[config.mk]
export PLATFORM = sky130hd
export DESIGN_NAME = jump_branch_ctrl
export DESIGN_NICKNAME = d
export VERILOG_FILES = /design/src/rtl/jump_branch_ctrl.sv
export SDC_FILE = /design/constraint.sdc
export NUM_CORES = 1
export LEC_CHECK = 0
export ABC_CLOCK_PERIOD_IN_PS = 1500
export BUFFER_PORTS_ARGS = -buffer_cell sky130_fd_sc_hd__buf_4
export CAP_MARGIN = 30
export CORE_MARGIN = 2
export CORE_UTILIZATION = 45
export CTS_BUF_LIST = sky130_fd_sc_hd__clkbuf_4
export CTS_CLUSTER_DIAMETER = 200
export CTS_CLUSTER_SIZE = 10
export DETAILED_ROUTE_END_ITERATION = 10
export PLACE_DENSITY = 0.78
export SETUP_SLACK_MARGIN = 0.05
export SLEW_MARGIN = 20
export SYNTH_ARGS = -nofsm -noshare
export SYNTH_HDL_FRONTEND = slang
export SYNTH_SLANG_ARGS = --single-unit
[constraint.sdc]
create_clock -name clock -period 1.5 [get_ports clock]
set_clock_uncertainty 0.2 [all_clocks]
set_input_delay 0.15 -clock clock [delete_from_list [all_inputs] [get_ports clock]]
set_output_delay 0.15 -clock clock [all_outputs]
set_load 0.02 [all_outputs]
[src/rtl/jump_branch_ctrl.sv]
// jump_branch_ctrl: hard-wired miniSRC control for fetch, jr, jal, br, nop, halt.
// Optional macro JBC_JAL_EN enables the jal sequence.
module jump_branch_ctrl #(
   parameter int         MEM_WAIT = 2,
   parameter logic [4:0] ALU_ADD  = 5'b00011,
   parameter logic [4:0] ALU_NOP  = 5'b11010
) (
   input  logic       clock,
   input  logic       clear,
   input  logic       run,
   input  logic [4:0] ir_op,
   input  logic       CONFF_out,
   output logic       PCout_en,
   output logic       IncPC,
   output logic       PC_en,
   output logic       IRin,
   output logic       MARin,
   output logic       MDRin,
   output logic       MDRout,
   output logic       memRead,
   output logic       Gra,
   output logic       Rin,
   output logic       Rout,
   output logic       Yin,
   output logic       Zin,
   output logic       Zlowout,
   output logic       Cout,
   output logic       CONin,
   output logic       jal_R15,
   output logic [4:0] opcode,
   output logic       halted,
   output logic       busy
);

   localparam logic [4:0] OP_JR   = 5'b10011;
   localparam logic [4:0] OP_JAL  = 5'b10100;
   localparam logic [4:0] OP_BR   = 5'b10010;
   localparam logic [4:0] OP_HALT = 5'b11010;
   localparam logic [1:0] W_LAST  = 2'(MEM_WAIT - 1);

   typedef enum logic [3:0] {
      S_IDLE, S_T0, S_T1, S_WAIT, S_T2, S_DEC,
      S_E1, S_E2, S_E3, S_E4, S_HALT
   } state_t;

   state_t     r_state;
   state_t     w_next;
   logic [1:0] r_wcnt;
   logic [4:0] r_op;

   // State register, memory-wait counter and opcode latched at decode
   always_ff @(posedge clock) begin
      if (clear) begin
         r_state <= S_IDLE;
         r_wcnt  <= 2'd0;
         r_op    <= 5'd0;
      end else begin
         r_state <= w_next;
         r_wcnt  <= (r_state == S_WAIT) ? r_wcnt + 2'd1 : 2'd0;
         if (r_state == S_DEC)
            r_op <= ir_op;
      end
   end

   // Next-state sequencing
   always_comb begin
      w_next = r_state;
      case (r_state)
         S_IDLE: w_next = run ? S_T0 : S_IDLE;
         S_T0:   w_next = S_T1;
         S_T1:   w_next = S_WAIT;
         S_WAIT: w_next = (r_wcnt == W_LAST) ? S_T2 : S_WAIT;
         S_T2:   w_next = S_DEC;
         S_DEC: begin
            case (ir_op)
               OP_JR:   w_next = S_E1;
`ifdef JBC_JAL_EN
               OP_JAL:  w_next = S_E1;
`endif
               OP_BR:   w_next = S_E1;
               OP_HALT: w_next = S_HALT;
               default: w_next = S_T0;
            endcase
         end
         S_E1: begin
            case (r_op)
`ifdef JBC_JAL_EN
               OP_JAL:  w_next = S_E2;
`endif
               OP_BR:   w_next = S_E2;
               default: w_next = S_T0;
            endcase
         end
         S_E2:   w_next = (r_op == OP_BR) ? S_E3 : S_T0;
         S_E3:   w_next = S_E4;
         S_E4:   w_next = S_T0;
         S_HALT: w_next = S_HALT;
         default: w_next = S_IDLE;
      endcase
   end

   // Moore output decode of the registered state
   always_comb begin
      PCout_en = 1'b0;
      IncPC    = 1'b0;
      PC_en    = 1'b0;
      IRin     = 1'b0;
      MARin    = 1'b0;
      MDRin    = 1'b0;
      MDRout   = 1'b0;
      memRead  = 1'b0;
      Gra      = 1'b0;
      Rin      = 1'b0;
      Rout     = 1'b0;
      Yin      = 1'b0;
      Zin      = 1'b0;
      Zlowout  = 1'b0;
      Cout     = 1'b0;
      CONin    = 1'b0;
      jal_R15  = 1'b0;
      opcode   = ALU_NOP;
      halted   = (r_state == S_HALT);
      busy     = (r_state != S_IDLE) && (r_state != S_HALT);
      case (r_state)
         S_T0: begin
            PCout_en = 1'b1;
            MARin    = 1'b1;
            IncPC    = 1'b1;
            Zin      = 1'b1;
         end
         S_T1: begin
            Zlowout = 1'b1;
            PC_en   = 1'b1;
            memRead = 1'b1;
            MDRin   = 1'b1;
         end
         S_WAIT: begin
            memRead = 1'b1;
            MDRin   = 1'b1;
         end
         S_T2: begin
            MDRout = 1'b1;
            IRin   = 1'b1;
         end
         S_E1: begin
            case (r_op)
               OP_JR: begin
                  Gra   = 1'b1;
                  Rout  = 1'b1;
                  PC_en = 1'b1;
               end
`ifdef JBC_JAL_EN
               OP_JAL: begin
                  PCout_en = 1'b1;
                  Rin      = 1'b1;
                  jal_R15  = 1'b1;
               end
`endif
               OP_BR: begin
                  Gra   = 1'b1;
                  Rout  = 1'b1;
                  CONin = 1'b1;
               end
               default: ;
            endcase
         end
         S_E2: begin
            if (r_op == OP_BR) begin
               PCout_en = 1'b1;
               Yin      = 1'b1;
            end else begin
               Gra   = 1'b1;
               Rout  = 1'b1;
               PC_en = 1'b1;
            end
         end
         S_E3: begin
            Cout   = 1'b1;
            Zin    = 1'b1;
            opcode = ALU_ADD;
         end
         S_E4: begin
            Zlowout = 1'b1;
            PC_en   = CONFF_out;
         end
         default: ;
      endcase
   end

endmodule

## After elaboration in Yosys (flattened, before gate mapping)

Cells that the tools add are included.

- Flip-flop bits (word level): 11
- Input port bits: 9
- Output and inout bits: 24
- Word-level logic and storage cells: 53

- Add/sub/neg operators: 1
- Eq/ne operators: 17
- Multiplexer cells: 22
- Bitwise gates (word level): 1
- Reduce and logical (&&, ||, !) cells: 9

Operator list:

| operator | count |
|---|---|
| $pmux W4 S11 | 1 |
| $eq A5 B5 Y1 const B | 5 |
| $eq A4 B3 Y1 const B | 4 |
| $mux W1 | 13 |
| $eq A4 B4 Y1 const B | 3 |
| $reduce_or A2 Y1 | 6 |
| $eq A4 B2 Y1 const B | 2 |
| $pmux W4 S2 | 1 |
| $mux W3 | 2 |
| $mux W5 | 1 |
| $eq A4 B1 Y1 const B | 1 |
| $logic_not A4 Y1 | 1 |
| $mux W4 | 1 |
| $ne A4 B4 Y1 const B | 1 |
| $pmux W1 S2 | 2 |
| $pmux W1 S4 | 1 |
| $reduce_bool A4 Y1 | 1 |
| $add A2 B1 Y2 const B | 1 |
| $eq A2 B1 Y1 const B | 1 |
| $logic_and A1 B1 Y1 | 1 |
| $not A1 Y1 | 1 |

## Longest topological paths before layout

Gate-level depths: netlist of the first run.

- Depth after elaboration: 4
- Depth in mapped cells: 6
- Depth with buffers taken out: 6

## Worst setup path after synthesis of the first run

OpenSTA, ideal clock, no wires.

- Kind: reg2out
- From: reg r_op[3]
- To: out Rout
- Arrival time: 1634 ps
- Data required time: 1150 ps
- Slack: -484 ps
- Cell stages (with the launch flop): 5
- Path buffers: 1
- Cells stage by stage: dfxtp_1 -> and4bb_2 -> and2_1 -> a211oi_1 -> buf_4

- Longest elaborated chain between the ends: 4
- Elaborated cells on any way between the ends: 6
- Those cells by class: eq/ne: 2; mux: 3; reduce/logical: 1

Ends and longest elaborated chain:

| item | line | source |
|---|---|---|
| start: declaration | 49 | `logic [4:0] r_op;` |
| start signal: assignment | 61 | `r_op <= ir_op;` |
| $eq A5 B5 Y1, on equally long branches | - |  |
| $reduce_or A2 Y1 (no source line) | - |  |
| $mux W1 | - |  |
| $pmux W1 S2 (*) | - |  |
| end: declaration | 23 | `output logic Rout,` |

Mark *: on every way between the ends. The rest lies on a longest branch, timed or not.

## Final worst setup path of the first run

- From: reg r_op[3]
- To: out PCout_en

- Longest elaborated chain between the ends: 3

Ends and longest elaborated chain:

| item | line | source |
|---|---|---|
| $eq A5 B5 Y1 | 168 | `if (r_op == OP_BR) begin` |
| $mux W1 | 168 |  |
| $pmux W1 S2 | 124 | `case (r_state)` |
| end: declaration | 13 | `output logic PCout_en,` |

No other way between the ends.

==> metrics.md, run 1 <==
| Metric | Value |
|---|---|
| Total power | `1.52 mW` |
| IO Pins | `33` |
| Final WL | `4.14 mm` |
| Die Y | `47.0 µm` |
| Die ar. | `2210 µm²` |
| GR Overflow Total | `0` |
| Main synth FF type | `dfxtp_1` |
| Avg WL per Cell | `21.3 µm` |
| Mapped Area | `833 µm²` |
| Starting Density | `48.3%` |
| Post-route antenna net violation count | `0` |
| Skew-Pair Late Insertion Delay | `0.28 ns` |
| Seq/Total Area, Yosys | `26.4%` |
| Non-Filler Instances | `194` |
| Global-route wire length before repair | `4.68 mm` |
| Layout cells sized above 1 | `63.3%` |
| Final setup viols | `31` |
| PwrDens | `904 nW/µm²` |
| Setup repair after global routing missed its margin | `true` |
| Final Hold Fails | `0` |
| Root Buffer | `clkbuf_4` |
| Critical Path RT | `1.15 ns` |
| Site row count | `15` |
| Vias in the first global route | `1,032` |
| Crit-path max FO | `4` |
| Clock transition at the registers of the reported paths | `0.08 ns` |
| Largest net degree at the start of global routing | `10` |
| Synth warn | `0` |
| Worst setup SP type | `register` |
| Vias | `1,135` |
| Fillers | `32` |
| Top cell type's share of synthesized area | `26.4%` |
| Period Utilization, post-route | `127%` |
| Synth Area per Inst | `7.64 µm²` |
| Port-buffer cells | `28` |
| Fin Setup TNS | `-6.31 ns` |
| Die W | `47.0 µm` |
| RD Place Congestion | `0.794` |
| Top cell type by total area after synthesis | `dfxtp_1` |
| Slew Viols, Final | `0` |
| Netlist cell types | `35` |
| Dpl ws | `-0.0594 ns` |
| CTS Buf Count | `3` |
| Worst hold path type | `in -> reg` |
| Share of synthesized flip-flops with an asynchronous set or reset | `0%` |
| Leakage | `0.760 nW` |
| VDD IR max | `0.939 mV` |
| Violated checks | `setup timing` |
| Detailed placement HPWL | `1.68 mm` |
| Routed vias/inst | `5.85` |
| Synth top area cells | `dfxtp_1 (26%), buf_4 (9.0%), nor2_1 (6.3%)` |
| # nets final | `180` |
| Setup CP Type | `reg -> out` |
| GRT Util Overall | `31.6%` |
| Clock Sinks | `11` |
| Drt drc | `0` |
| Max cap viols | `0` |
| Synth cell count leaders | `nor2_1 (14), dfxtp_1 (11), a21oi_1 (10), buf_4 (10)` |
| Status | `complete, but fails checks` |
| Most common cell in the netlist | `nor2_1` |
| Setup WS post-layout | `-0.405 ns` |
| Core Box Area | `1730 µm²` |
| Arr. time, crit path | `1.56 ns` |
| Initial antenna violation count | `0` |
| Synth Register Bits | `11` |
| CTS tree | `done` |
| Final core utilization | `97.1%` |
| Ant diodes | `0` |
| H-tree levels | `1` |
| Clock tree buffer depth | `2` |
| Placed cell count | `165` |
| Area Overhead vs Synth | `101%` |
| Starting DRT DRC Count | `60` |
| Syn Inst Count | `109` |
| FMAX | `0.525 GHz` |
| DRT Pass-1 Iters | `4` |
| Final Critical Period | `1.91 ns` |
| Crit end category | `output pin` |
| Number of enable flip-flop cells after synthesis | `0` |
==> repair_timing <==
item | 4_1_cts | 5_1_grt
resized for setup | 51 | 18
endpoints found under the setup margin | 31 | 31
hold buffers | 7 | 0
endpoints found under the hold margin | 5 | 0
buffers inserted | 10 | 11
pin swaps | 17 | 13
==> registers in the layout, indices dropped and copies added, names as in the netlist <==
| name | count |
|---|---|
| r_state | 4 |
| r_op | 5 |
| r_wcnt | 2 |
==> layout make-up <==
class | instances | area [µm²] | share of cell area (%)
repair buffers | 69 | 684 | 40.8
well taps | 25 | 31.3 | 1.87
clock buffers | 4 | 30.0 | 1.79
multi-input cells | 78 | 662 | 39.5
inverters | 7 | 31.3 | 1.87
flip-flops and latches | 11 | 238 | 14.2
==> routing by layer <==
layer,share of wire [%],routed length [µm],vias to the layer above,GRT usage (%)
li1,-,-,481,-
met4,6.7,278,0,20.6
met2,53,2200,96,60.5
met1,33,1350,532,30.4
met5,0,0,-,0
met3,7.5,312,26,5.38
==> cells in the final DEF (no fill, tap or decap), types with 3 or more instances in the layout <==
master         instances
inv_1                  4
buf_4                 28
conb_1                 4
nor2_1                12
a21oi_2                7
nand2b_4               3
nand2_1                5
dfxtp_4                4
buf_6                 31
dlygate4sd3_1          7
a21oi_1                4
dfxtp_1                5
mux2i_1                5
clkbuf_4               4
or3_4                  3
==> stage by stage <==
| stage | hold WS [ns] | cell area (µm²) |
|---|---|---|
| final | 0.0683 | 1680 |
| after global routing | 0.0742 | 1680 |
| after CTS | 0.0123 | 1540 |
| after detailed placement | 0.177 | 1180 |
| after global placement | 0.170 | 1180 |
| after floorplan | 0.0224 | 935 |
==> report_power, final <==
group | switching (mW) | leakage, nW | internal (mW)
Clock | 0.115 | 0.0184 | 0.122
Sequential | 0.0478 | 0.0930 | 0.316
Combinational | 0.462 | 0.649 | 0.454
Total | 0.625 | 0.760 | 0.891
==> cell families after synthesis <==
kind of cell / synth area share, %
buf+inv: 15.9
compound gates: 15.5
mux: 6.01
other cells: 0.901
flops: 26.4
xor+xnor: 1.05
fa+ha+maj: 1.50
simple gates: 32.7
==> final timing paths <==
| check | from | to | slack [ns] | cells past startpoint |
|---|---|---|---|---|
| max | r_op[3] | PCout_en | -0.41 | 5 |
| max reg2reg | r_state[3] | r_op[2] | -0.27 | 6 |
| min reg2reg | r_wcnt[0] | r_wcnt[0] | 0.25 | 1 |
| min | ir_op[3] | r_state[2] | 0.07 | 4 |
==> worst max-delay path: stages, from the launching register on <==
cell and delay, ns:
dfxtp_2 0.32, and4bb_2 0.33, and2_4 0.18, nand4_1 0.17, nand2_1 0.14, buf_6 0.12
Note: power is estimated with default switching activity, not from simulation.
==> inputs of run 2 (changes only) <==
==> constraint.sdc (replaced) <==
create_clock -name clock -period 1.5 [get_ports clock]
set_clock_uncertainty 0.2 [all_clocks]
set_input_delay 0.3 -clock clock [delete_from_list [all_inputs] [get_ports clock]]
set_output_delay 0.3 -clock clock [all_outputs]
set_load 0.02 [all_outputs]
==> run 2 against run 1 <==
Net effect:
- the flow still finishes with violations (setup timing)
- final cell count shrank 3.1%
- global-route usage shrank 2.3 points
- largest cell class is now multi-input gates
- maximum frequency shrank 8.4%
- clock-buffer cell count is the same
- critical endpoint unchanged
- core utilization shrank 2.3 points
- register-to-register slack gained 0.06 ns
- sequential share of layout area grew 0.35 points
- worst hold slack lost 0.018 ns
==> metrics.md, run 2 (same netlist as run 1, synthesis figures left out) <==
| Metric | Value |
|---|---|
| # nets final | `174 (-3.3%)` |
| Most frequent cells in the layout | `buf_6 (35), buf_4 (27), nor2_1 (9)` |
| VDD IR max | `0.736 mV (-22%)` |
| Non-Filler Instances | `188 (-3.1%)` |
| Root Buffer | `clkbuf_4` |
| Max cap viols | `0 (unchanged)` |
| Die W | `47.0 µm (unchanged)` |
| Layout cells sized above 1 | `71.2% (+7.9 points)` |
| Die ar. | `2210 µm² (unchanged)` |
| Clock transition at the registers of the reported paths | `0.09 ns (about the same)` |
| Crit-path max FO | `4 (unchanged)` |
| GR Overflow Total | `0 (unchanged)` |
| Final WL | `4.19 mm (+1.2%)` |
| Crit end category | `output pin` |
| Post-route antenna net violation count | `0 (unchanged)` |
| Final core utilization | `94.8% (-2.3 points)` |
| Post-Place Cell Area | `1250 µm² (+5.6%)` |
| Area Overhead vs Synth | `96.4%` |
| Final Critical Period | `2.08 ns (+0.174 ns)` |
| Final setup viols | `31 (unchanged)` |
| Clock tree buffer depth | `2 (unchanged)` |
| Max reg flops | `5 (unchanged)` |
| RD Place Congestion | `0.835 (+5.1%)` |
| Placed cell count | `171 (+3.6%)` |
| Worst hold path type | `in -> reg` |
| Worst setup SP type | `register` |
| Setup repair after global routing missed its margin | `true` |
| Critical Path RT | `1.00 ns (-0.15 ns)` |
| Hold_ws | `0.0502 ns (-0.0181 ns)` |
| Detailed placement HPWL | `1.67 mm (-0.15%)` |
| CP Cell Sequence | `and4bb_2, and2_4, nand4_1, nand2_2, buf_6` |
| H-tree levels | `1 (unchanged)` |
| Setup WS post-layout | `-0.580 ns (-0.174 ns)` |
| GRT Util Overall | `29.3% (-2.3 points)` |
| DRT Pass-1 Iters | `4 (unchanged)` |
| Largest Register | `r_op` |
| Crit-path max cell delay | `0.34 ns (about the same)` |
| Die Y | `47.0 µm (unchanged)` |
| Status | `complete, but fails checks` |
| Routed vias/inst | `5.94 (+1.6%)` |
| Initial antenna violation count | `0 (unchanged)` |
| Crit path from | `r_op[2]` |
| FMAX | `0.481 GHz (-8.4%)` |
| CTS tree | `done` |
| Final Hold Fails | `0 (unchanged)` |
| Skew-Pair Late Insertion Delay | `0.27 ns (about the same)` |
| Avg WL per Cell | `22.3 µm (+4.4%)` |
| Core Box Area | `1730 µm² (unchanged)` |
| Critical R2R Capture | `r_state[1]` |
| Ant diodes | `0 (unchanged)` |
| Commonest non-fill, non-tap cell in the layout | `buf_6` |
| Biggest regs | `r_op (5), r_state (4), r_wcnt (2)` |
| Clock Sinks | `11 (unchanged)` |
| Arr. time, crit path | `1.58 ns (+0.02 ns)` |
| Vias in the first global route | `946 (-8.3%)` |
| CP max-delay cell | `dfxtp_2` |
| Crit path capture | `PCout_en` |
| Total power | `1.55 mW (+2.2%)` |
| Site row count | `15 (unchanged)` |
| Fin Setup TNS | `-9.53 ns (-3.21 ns)` |
| Starting DRT DRC Count | `35 (-42%)` |
| Hold Buf Count CTS | `0 (-7)` |
| Period Utilization, post-route | `139% (+12 points)` |
| Setup CP Type | `reg -> out` |
| Dpl ws | `-0.231 ns (-0.172 ns)` |
| PwrDens | `947 nW/µm² (+4.7%)` |
| Final instance area | `1640 µm² (-2.4%)` |
| Worst r2r src | `r_op[2]` |
| Port-buffer cells | `28 (unchanged)` |
| Starting Density | `48.3% (unchanged)` |
| IO Pins | `33 (unchanged)` |
| Drt drc | `0 (unchanged)` |
| Slew Viols, Final | `0 (unchanged)` |
| Reg2reg path depth | `5 (-1)` |
| Vias | `1,117 (-1.6%)` |
| Leakage | `0.724 nW (-4.7%)` |
| CTS Buf Count | `3 (unchanged)` |
| Largest net degree at the start of global routing | `10 (unchanged)` |
| Violated checks | `setup timing` |
| Reg2Reg Setup Slack | `-0.21 ns (+0.06 ns)` |
| Global-route wire length before repair | `4.55 mm (-2.7%)` |
## run 2: per-layer routing
layer  wire length [µm]  track usage (%)
met1               1430             35.6
met2               2220             52.9
met3                265             2.69
met4                272             11.7
met5                  0                0
## run 2: worst max-delay path, delay by kind of cell, from the launching register on
| family | cells | cell delay, ns |
|---|---|---|
| buffers and inverters | 1 | 0.12 |
| DFF | 1 | 0.34 |
| and+or+nand+nor | 4 | 0.86 |
## run 2: worst min-delay path by stage
stage | from | endpoint | slack (ns) | depth (start not counted)
5_1_grt | clear | r_op[2] | 0.04 | 2
4_1_cts | clear | r_op[2] | 0.03 | 2
3_5_place_dp | r_wcnt[0] | r_wcnt[0] | 0.22 | 1
6_report | clear | r_op[2] | 0.05 | 2
2_1_floorplan | clear | r_op[0] | 0.17 | 1
3_3_place_gp | r_wcnt[0] | r_wcnt[0] | 0.21 | 1
## run 2: where the power goes
group	switching (mW)	internal, mW
clock	0.103	0.121
sequential	0.0384	0.315
combinational	0.501	0.472
## run 2: cell type report
cell class                 count  area (µm²)
tap                           25        31.3
clock buffer                   4        30.0
timing repair buffer          63         617
sequential                    11         238
fill                          50        90.1
multi-input combinational     78         689
inverter                       7        31.3
## run 2: repair_timing
| action | in CTS | in global routing |
|---|---|---|
| setup endpoints to repair | 31 | 31 |
| pin swaps | 18 | 13 |
| setup buffers | 10 | 9 |
| resized for setup | 57 | 17 |
